File: config.mk
export PLATFORM = sky130hd
export DESIGN_NAME = rect_draw_engine_flat
export DESIGN_NICKNAME = d
export VERILOG_FILES = /design/src/rtl/rect_draw_pkg.sv /design/src/rtl/rect_draw_engine_if.sv /design/src/rtl/rect_clip.sv /design/src/rtl/rect_draw_engine.sv /design/src/flat_wrapper.sv
export SDC_FILE = /design/constraint.sdc
export NUM_CORES = 1
export LEC_CHECK = 0
export ABC_AREA = 1
export ABC_CLOCK_PERIOD_IN_PS = 6600
export CAP_MARGIN = 20
export CORE_UTILIZATION = 57
export CTS_CLUSTER_DIAMETER = 30
export DETAILED_ROUTE_END_ITERATION = 10
export PLACE_DENSITY_LB_ADDON = 0.05
export SKIP_CTS_REPAIR_TIMING = 1
export SYNTH_ARGS = -nofsm -noshare
export SYNTH_HDL_FRONTEND = slang
export SYNTH_SLANG_ARGS = --single-unit
File: constraint.sdc
create_clock -name clk -period 6.6 [get_ports clk]
set_clock_uncertainty 0.2 [all_clocks]
set_input_delay 1.98 -clock clk [delete_from_list [all_inputs] [get_ports clk]]
set_output_delay 1.98 -clock clk [all_outputs]
set_load 0.005 [all_outputs]
File: src/rtl/rect_draw_pkg.sv
// Shared definitions for the rectangle rasteriser: draw modes, FSM states and
// default screen geometry.
package rect_draw_pkg;

  localparam logic MODE_FILL    = 1'b0;
  localparam logic MODE_OUTLINE = 1'b1;

  typedef enum logic {
    IDLE = 1'b0,
    DRAW = 1'b1
  } state_t;

  localparam int DEF_X_W      = 9;
  localparam int DEF_Y_W      = 8;
  localparam int DEF_COLOR_W  = 3;
  localparam int DEF_SCREEN_W = 160;
  localparam int DEF_SCREEN_H = 120;

endpackage

File: src/rtl/rect_draw_engine_if.sv
// Command and pixel-port bundle between the game logic, the rasteriser and the
// VGA adapter. master = command issuer / pixel sink, slave = the rasteriser.
interface rect_draw_engine_if #(
  parameter int X_W     = 9,
  parameter int Y_W     = 8,
  parameter int COLOR_W = 3
);
  logic               start;
  logic               abort;
  logic [X_W-1:0]     x0;
  logic [Y_W-1:0]     y0;
  logic [X_W-1:0]     w;
  logic [Y_W-1:0]     h;
  logic [COLOR_W-1:0] color_in;
  logic               mode;
  logic               plot_ready;
  logic [X_W-1:0]     x;
  logic [Y_W-1:0]     y;
  logic [COLOR_W-1:0] color;
  logic               plot;
  logic               busy;
  logic               done;

  modport master (
    output start, abort, x0, y0, w, h, color_in, mode, plot_ready,
    input  x, y, color, plot, busy, done
  );

  modport slave (
    input  start, abort, x0, y0, w, h, color_in, mode, plot_ready,
    output x, y, color, plot, busy, done
  );
endinterface

File: src/rtl/rect_clip.sv
// Clips a requested rectangle to the screen: exclusive end coordinates, an
// empty flag, and a thin flag (clipped width or height <= 2, outline == fill).
module rect_clip #(
  parameter int X_W      = 9,
  parameter int Y_W      = 8,
  parameter int SCREEN_W = 160,
  parameter int SCREEN_H = 120
) (
  input  logic [X_W-1:0] x0,
  input  logic [Y_W-1:0] y0,
  input  logic [X_W-1:0] w,
  input  logic [Y_W-1:0] h,
  output logic [X_W:0]   xe,
  output logic [Y_W:0]   ye,
  output logic           empty,
  output logic           thin
);
  localparam logic [X_W:0] SCR_X = (X_W+1)'(SCREEN_W);
  localparam logic [Y_W:0] SCR_Y = (Y_W+1)'(SCREEN_H);

  logic [X_W:0] sum_x_s;
  logic [Y_W:0] sum_y_s;

  // One extra bit on the end sums so x0+w / y0+h never wrap before clipping.
  always_comb begin
    sum_x_s = {1'b0, x0} + {1'b0, w};
    sum_y_s = {1'b0, y0} + {1'b0, h};
    if (sum_x_s < SCR_X) begin
      xe = sum_x_s;
    end else begin
      xe = SCR_X;
    end
    if (sum_y_s < SCR_Y) begin
      ye = sum_y_s;
    end else begin
      ye = SCR_Y;
    end
    empty = (w == {X_W{1'b0}}) || (h == {Y_W{1'b0}}) ||
            ({1'b0, x0} >= SCR_X) || ({1'b0, y0} >= SCR_Y);
    thin  = ((xe - {1'b0, x0}) <= (X_W+1)'(2'd2)) ||
            ((ye - {1'b0, y0}) <= (Y_W+1)'(2'd2));
  end

endmodule

File: src/rtl/rect_draw_engine.sv
// Rectangle rasteriser: scans a clipped fill or 1-pixel outline rectangle in
// raster order onto a pixel port with a per-pixel ready handshake.
module rect_draw_engine
  import rect_draw_pkg::*;
#(
  parameter int X_W      = DEF_X_W,
  parameter int Y_W      = DEF_Y_W,
  parameter int COLOR_W  = DEF_COLOR_W,
  parameter int SCREEN_W = DEF_SCREEN_W,
  parameter int SCREEN_H = DEF_SCREEN_H
) (
  input logic               clk,
  input logic               rst,
  rect_draw_engine_if.slave bus
);

  logic [X_W:0] xe_s;
  logic [Y_W:0] ye_s;
  logic         empty_s;
  logic         thin_s;

  rect_clip #(
    .X_W      (X_W),
    .Y_W      (Y_W),
    .SCREEN_W (SCREEN_W),
    .SCREEN_H (SCREEN_H)
  ) u_clip (
    .x0    (bus.x0),
    .y0    (bus.y0),
    .w     (bus.w),
    .h     (bus.h),
    .xe    (xe_s),
    .ye    (ye_s),
    .empty (empty_s),
    .thin  (thin_s)
  );

  state_t             state_r;
  logic [X_W-1:0]     x_r;
  logic [Y_W-1:0]     y_r;
  logic [X_W-1:0]     x0_r;
  logic [Y_W-1:0]     y0_r;
  logic [X_W:0]       xe_r;
  logic [Y_W:0]       ye_r;
  logic               hollow_r;
  logic [COLOR_W-1:0] color_r;
  logic               plot_r;
  logic               busy_r;
  logic               done_r;

  logic               last_col_s;
  logic               last_row_s;
  logic               side_row_s;
  logic [X_W-1:0]     x_next_s;

  // Next-pixel selection; interior outline rows jump straight from x0 to xe-1.
  always_comb begin
    last_col_s = ({1'b0, x_r} + (X_W+1)'(1'b1)) == xe_r;
    last_row_s = ({1'b0, y_r} + (Y_W+1)'(1'b1)) == ye_r;
    side_row_s = hollow_r && (y_r != y0_r) && !last_row_s;
    x_next_s   = x_r + X_W'(1'b1);
    if (side_row_s && (x_r == x0_r)) begin
      x_next_s = X_W'(xe_r - (X_W+1)'(1'b1));
    end else begin
      x_next_s = x_r + X_W'(1'b1);
    end
  end

  // Command acceptance, scan counters and registered pixel-port outputs.
  always_ff @(posedge clk) begin
    if (rst) begin
      state_r  <= IDLE;
      x_r      <= {X_W{1'b0}};
      y_r      <= {Y_W{1'b0}};
      x0_r     <= {X_W{1'b0}};
      y0_r     <= {Y_W{1'b0}};
      xe_r     <= {(X_W+1){1'b0}};
      ye_r     <= {(Y_W+1){1'b0}};
      hollow_r <= 1'b0;
      color_r  <= {COLOR_W{1'b0}};
      plot_r   <= 1'b0;
      busy_r   <= 1'b0;
      done_r   <= 1'b0;
    end else begin
      done_r <= 1'b0;
      case (state_r)
        IDLE: begin
          if (bus.start) begin
            x0_r     <= bus.x0;
            y0_r     <= bus.y0;
            xe_r     <= xe_s;
            ye_r     <= ye_s;
            color_r  <= bus.color_in;
            hollow_r <= (bus.mode == MODE_OUTLINE) && !thin_s;
            if (empty_s) begin
              done_r <= 1'b1;
            end else begin
              state_r <= DRAW;
              busy_r  <= 1'b1;
              plot_r  <= 1'b1;
              x_r     <= bus.x0;
              y_r     <= bus.y0;
            end
          end
        end
        DRAW: begin
          if (bus.abort) begin
            state_r <= IDLE;
            plot_r  <= 1'b0;
            busy_r  <= 1'b0;
          end else if (plot_r && bus.plot_ready) begin
            if (last_col_s) begin
              if (last_row_s) begin
                state_r <= IDLE;
                plot_r  <= 1'b0;
                busy_r  <= 1'b0;
                done_r  <= 1'b1;
              end else begin
                x_r <= x0_r;
                y_r <= y_r + Y_W'(1'b1);
              end
            end else begin
              x_r <= x_next_s;
            end
          end
        end
        default: begin
          state_r <= IDLE;
          plot_r  <= 1'b0;
          busy_r  <= 1'b0;
        end
      endcase
    end
  end

  assign bus.x     = x_r;
  assign bus.y     = y_r;
  assign bus.color = color_r;
  assign bus.plot  = plot_r;
  assign bus.busy  = busy_r;
  assign bus.done  = done_r;

endmodule
File: src/flat_wrapper.sv
// flat-port wrapper written by rule: the top's interface ports become plain ports
module rect_draw_engine_flat import rect_draw_pkg::*;
#(
  parameter int X_W      = DEF_X_W,
  parameter int Y_W      = DEF_Y_W,
  parameter int COLOR_W  = DEF_COLOR_W,
  parameter int SCREEN_W = DEF_SCREEN_W,
  parameter int SCREEN_H = DEF_SCREEN_H
)
  (clk, rst, bus_start, bus_abort, bus_x0, bus_y0, bus_w, bus_h, bus_color_in, bus_mode, bus_plot_ready, bus_x, bus_y, bus_color, bus_plot, bus_busy, bus_done);
  rect_draw_engine_if #(.X_W(X_W), .Y_W(Y_W), .COLOR_W(COLOR_W)) bus_i ();
  input logic clk;
  input logic rst;
  input wire logic [$bits(bus_i.start)-1:0] bus_start;
  input wire logic [$bits(bus_i.abort)-1:0] bus_abort;
  input wire logic [$bits(bus_i.x0)-1:0] bus_x0;
  input wire logic [$bits(bus_i.y0)-1:0] bus_y0;
  input wire logic [$bits(bus_i.w)-1:0] bus_w;
  input wire logic [$bits(bus_i.h)-1:0] bus_h;
  input wire logic [$bits(bus_i.color_in)-1:0] bus_color_in;
  input wire logic [$bits(bus_i.mode)-1:0] bus_mode;
  input wire logic [$bits(bus_i.plot_ready)-1:0] bus_plot_ready;
  output wire logic [$bits(bus_i.x)-1:0] bus_x;
  output wire logic [$bits(bus_i.y)-1:0] bus_y;
  output wire logic [$bits(bus_i.color)-1:0] bus_color;
  output wire logic [$bits(bus_i.plot)-1:0] bus_plot;
  output wire logic [$bits(bus_i.busy)-1:0] bus_busy;
  output wire logic [$bits(bus_i.done)-1:0] bus_done;
  assign bus_i.start = bus_start;
  assign bus_i.abort = bus_abort;
  assign bus_i.x0 = bus_x0;
  assign bus_i.y0 = bus_y0;
  assign bus_i.w = bus_w;
  assign bus_i.h = bus_h;
  assign bus_i.color_in = bus_color_in;
  assign bus_i.mode = bus_mode;
  assign bus_i.plot_ready = bus_plot_ready;
  assign bus_x = bus_i.x;
  assign bus_y = bus_i.y;
  assign bus_color = bus_i.color;
  assign bus_plot = bus_i.plot;
  assign bus_busy = bus_i.busy;
  assign bus_done = bus_i.done;
  rect_draw_engine #(.X_W(X_W), .Y_W(Y_W), .COLOR_W(COLOR_W), .SCREEN_W(SCREEN_W), .SCREEN_H(SCREEN_H)) u_core (.clk(clk), .rst(rst), .bus(bus_i));
endmodule
==> impl_metrics.tcl <==
set metrics [dict create \
    cts_buffer_depth 2 \
    r2r_slack_ns 3.44 \
    grt_most_used_layer "met2" \
    ir_drop_v 0.000111 \
    fillerInstances 849 \
    synth.distinct_cells 47 \
    start_util 0.588 \
    dieArea_um2 9930 \
    slew_viol_final 0 \
    outcome "finished, final reports clean" \
    first_pass_iters 5 \
    synthTopCellsByArea "dfxtp_1 (22%), nand2_1 (16%), inv_1 (8.4%), a21oi_1 (8.2%), ha_1 (8.1%)" \
    ys_seq_area_frac 0.221 \
    row_count 35 \
    report.power.total_uw 1160 \
    cts_made_buffers 9 \
    drt-initial-drc-count 452 \
    routed_wl_mm 15.3 \
    critPathCapture "u_core.hollow_r" \
    grt.met1_usage 0.455 \
    clock-sinks 60 \
    crit_path_end_kind "flip-flop" \
    rsz0062_at_grt "false" \
    via_per_inst 5.47 \
    hpwl_mm 12.0 \
    startpoint "bus_x0[0]" \
    maxCapViolCount 0 \
    design.core.area_um2 9240 \
    post-route-period-util 0.916 \
    area_delta_synth_final_pct 16.6 \
    drive_above_1_share 0.0453 \
    grt_pass1_vias 5371 \
    use_met3 0.0281 \
    worst_pin_slew_ns 0.866 \
    htreeDepth 3 \
    pin_count 66 \
    dieWidth_um 99.7 \
    synth_top_area_share 0.221 \
    track_usage 0.323 \
    setup_viol 0 \
    path_class "input port to flip-flop" \
    start_kind "input port" \
    reg2reg_depth 16 \
    r2r-end "u_core.bus.x[4]" \
    route.detailed.drc 0 \
    pwr_density_cell_nw_per_um2 182 \
    insertion_delay_ns 0.34 \
    required_ns 6.59 \
    root_buffer "clkbuf_8" \
    nets 1028 \
    synth_area_um2 5440 \
    clk_pin_slew_ns 0.07 \
    postRouteAntennaNets 0 \
    fin_area_um2 6340 \
    finalSetupTns_ns 0 \
    antenna_found_initial 0 \
    async_flop_share 0 \
    fmax_mhz 165 \
    placed_area_um2 6150 \
    syn_inst 888 \
    crit_fanout 5 \
    yosys_warnings 0 \
    synth_seq_cells 60 \
    hp-class "flip-flop to flip-flop" \
    gp_congestion 0.966 \
    leakagePower_uw 0.00306 \
    synth_ff_type "dfxtp_1" \
    synth_area_leader_cell "dfxtp_1" \
    fp.dieH_um 99.7 \
    io_buffer_count 65 \
    dr_total_vias 5901 \
    synth_edf_count 0 \
    grt.overflow.total 0 \
    gr-usage-met2 0.522 \
    cts_tree "done" \
    grt_max_degree 52 \
    arrival_ns 6.04 \
    r2r_start "u_core.bus.y[0]" \
    grt_pass1_wl_mm 25.6 \
    routedWlPerCell_um 14.2 \
    syn_area_per_cell_um2 6.12 \
    period_minus_slack_ns 6.04 \
    slew_headroom 0.421 \
    hold_slack_ns 0.269 \
    hold_violations 0 \
    num_antenna_cells 0 \
]
==> stage by stage <==
step | worst slack, ns | utilization | std cells
3_3_place_gp | 0.359 | 0.666 | 1064
5_1_grt | 0.0811 | 0.686 | 1079
6_report | 0.556 | 0.686 | 1079
2_1_floorplan | 1.29 | - | 889
3_5_place_dp | 0.198 | 0.666 | 1064
4_1_cts | 0.534 | 0.686 | 1079
==> layer usage <==
layer	share of wire	vias to the layer above	wire, µm
met4	0.012	0	187
met5	0	-	0
met3	0.070	14	1070
met1	0.46	2666	7110
li1	-	2990	-
met2	0.45	231	6960
==> cell type report <==
type                       instances  area [µm²]  share of cell area
tap                              129         161              0.0254
inverter                         129         484              0.0763
multi-input combinational        677        3620               0.572
clock inverter                     4        48.8             0.00769
timing repair buffer              69         681               0.107
clock buffer                      11         141              0.0223
sequential                        60        1200               0.189
==> cell families (layout without fill, tap and decap cells) <==
family,Yosys count,in the layout,synth area share
compound gates,163,163,0.159
buf+inv,152,213,0.113
xor+xnor,36,36,0.0594
fa+ha+maj,39,39,0.0953
flops,60,60,0.221
other cells,1,2,0.000690
simple gates,437,437,0.352
==> cells in the final DEF (no fill, tap or decap), types with 10 or more instances in the layout <==
cell type          n
xor2_1            22
clkdlybuf4s50_1   65
nor2_1            86
inv_1            122
nand3_1           61
dfxtp_1           60
a21oi_1           89
nand4_1           14
nand2_1          239
o21ai_0           51
ha_1              35
clkbuf_8          10
xnor2_1           13
==> how the worst min path moves through the flow <==
stage / startpoint / to / slack, ns / cells after the start
floorplan: u_core.ye_r[7] / u_core.ye_r[7] / 0.24 / 2
global placement: u_core.ye_r[7] / u_core.ye_r[7] / 0.25 / 2
detailed placement: u_core.ye_r[7] / u_core.ye_r[7] / 0.25 / 2
CTS: u_core.ye_r[8] / u_core.ye_r[8] / 0.27 / 2
global route: u_core.ye_r[8] / u_core.ye_r[8] / 0.29 / 2
finish: u_core.ye_r[8] / u_core.ye_r[8] / 0.27 / 2
==> state kept, by name, indices dropped and copies added, names as in the netlist <==
signal,cells
u_core.bus.color,3
u_core.bus.done,1
u_core.bus.plot,1
u_core.bus.x,9
u_core.bus.y,8
u_core.hollow_r,1
u_core.state_r,1
u_core.x0_r,9
u_core.xe_r,10
u_core.y0_r,8
u_core.ye_r,9
==> critical path: stages <==
cell             delay (ns)
clkdlybuf4s50_1        0.62
ha_1                   0.27
inv_1                  0.07
fa_1                   0.35
inv_1                  0.12
nand3_1                0.08
nand2_1                0.10
nand2_1                0.07
nand3_1                0.07
nand2_1                0.05
nor2_1                 0.15
nand2_1                0.15
nor2_1                 0.15
inv_1                  0.10
fa_1                   0.43
o21ai_1                0.23
nand2_1                0.11
nand2_1                0.07
nand2_1                0.04
nand2_1                0.07
xor2_1                 0.16
nand4_1                0.10
nor2_1                 0.11
nand2_1                0.05
nor2_1                 0.08
nand3_1                0.08
nand3_1                0.09
a21oi_1                0.06
==> report_power, final <==
| group | switching (µW) | total, µW | internal (µW) |
|---|---|---|---|
| Clock | 146 | 329 | 183 |
| Combinational | 252 | 419 | 168 |
| Sequential | 24.1 | 409 | 385 |
| Total | 422 | 1160 | 736 |
==> synthesized netlist by cell type, types with 4 or more instances <==
library cell	instances
o21ai_0	52
xnor2_1	13
nand3_1	61
a21oi_1	89
ha_1	35
inv_1	122
xor2_1	22
nor4_1	5
fa_1	4
clkbuf_1	15
nor2_1	86
a211oi_1	4
nand4_1	14
inv_2	5
nand2_1	239
nand3b_1	8
o21ai_1	4
nor3_1	7
dfxtp_1	60
(Power assumes the default switching activity.)
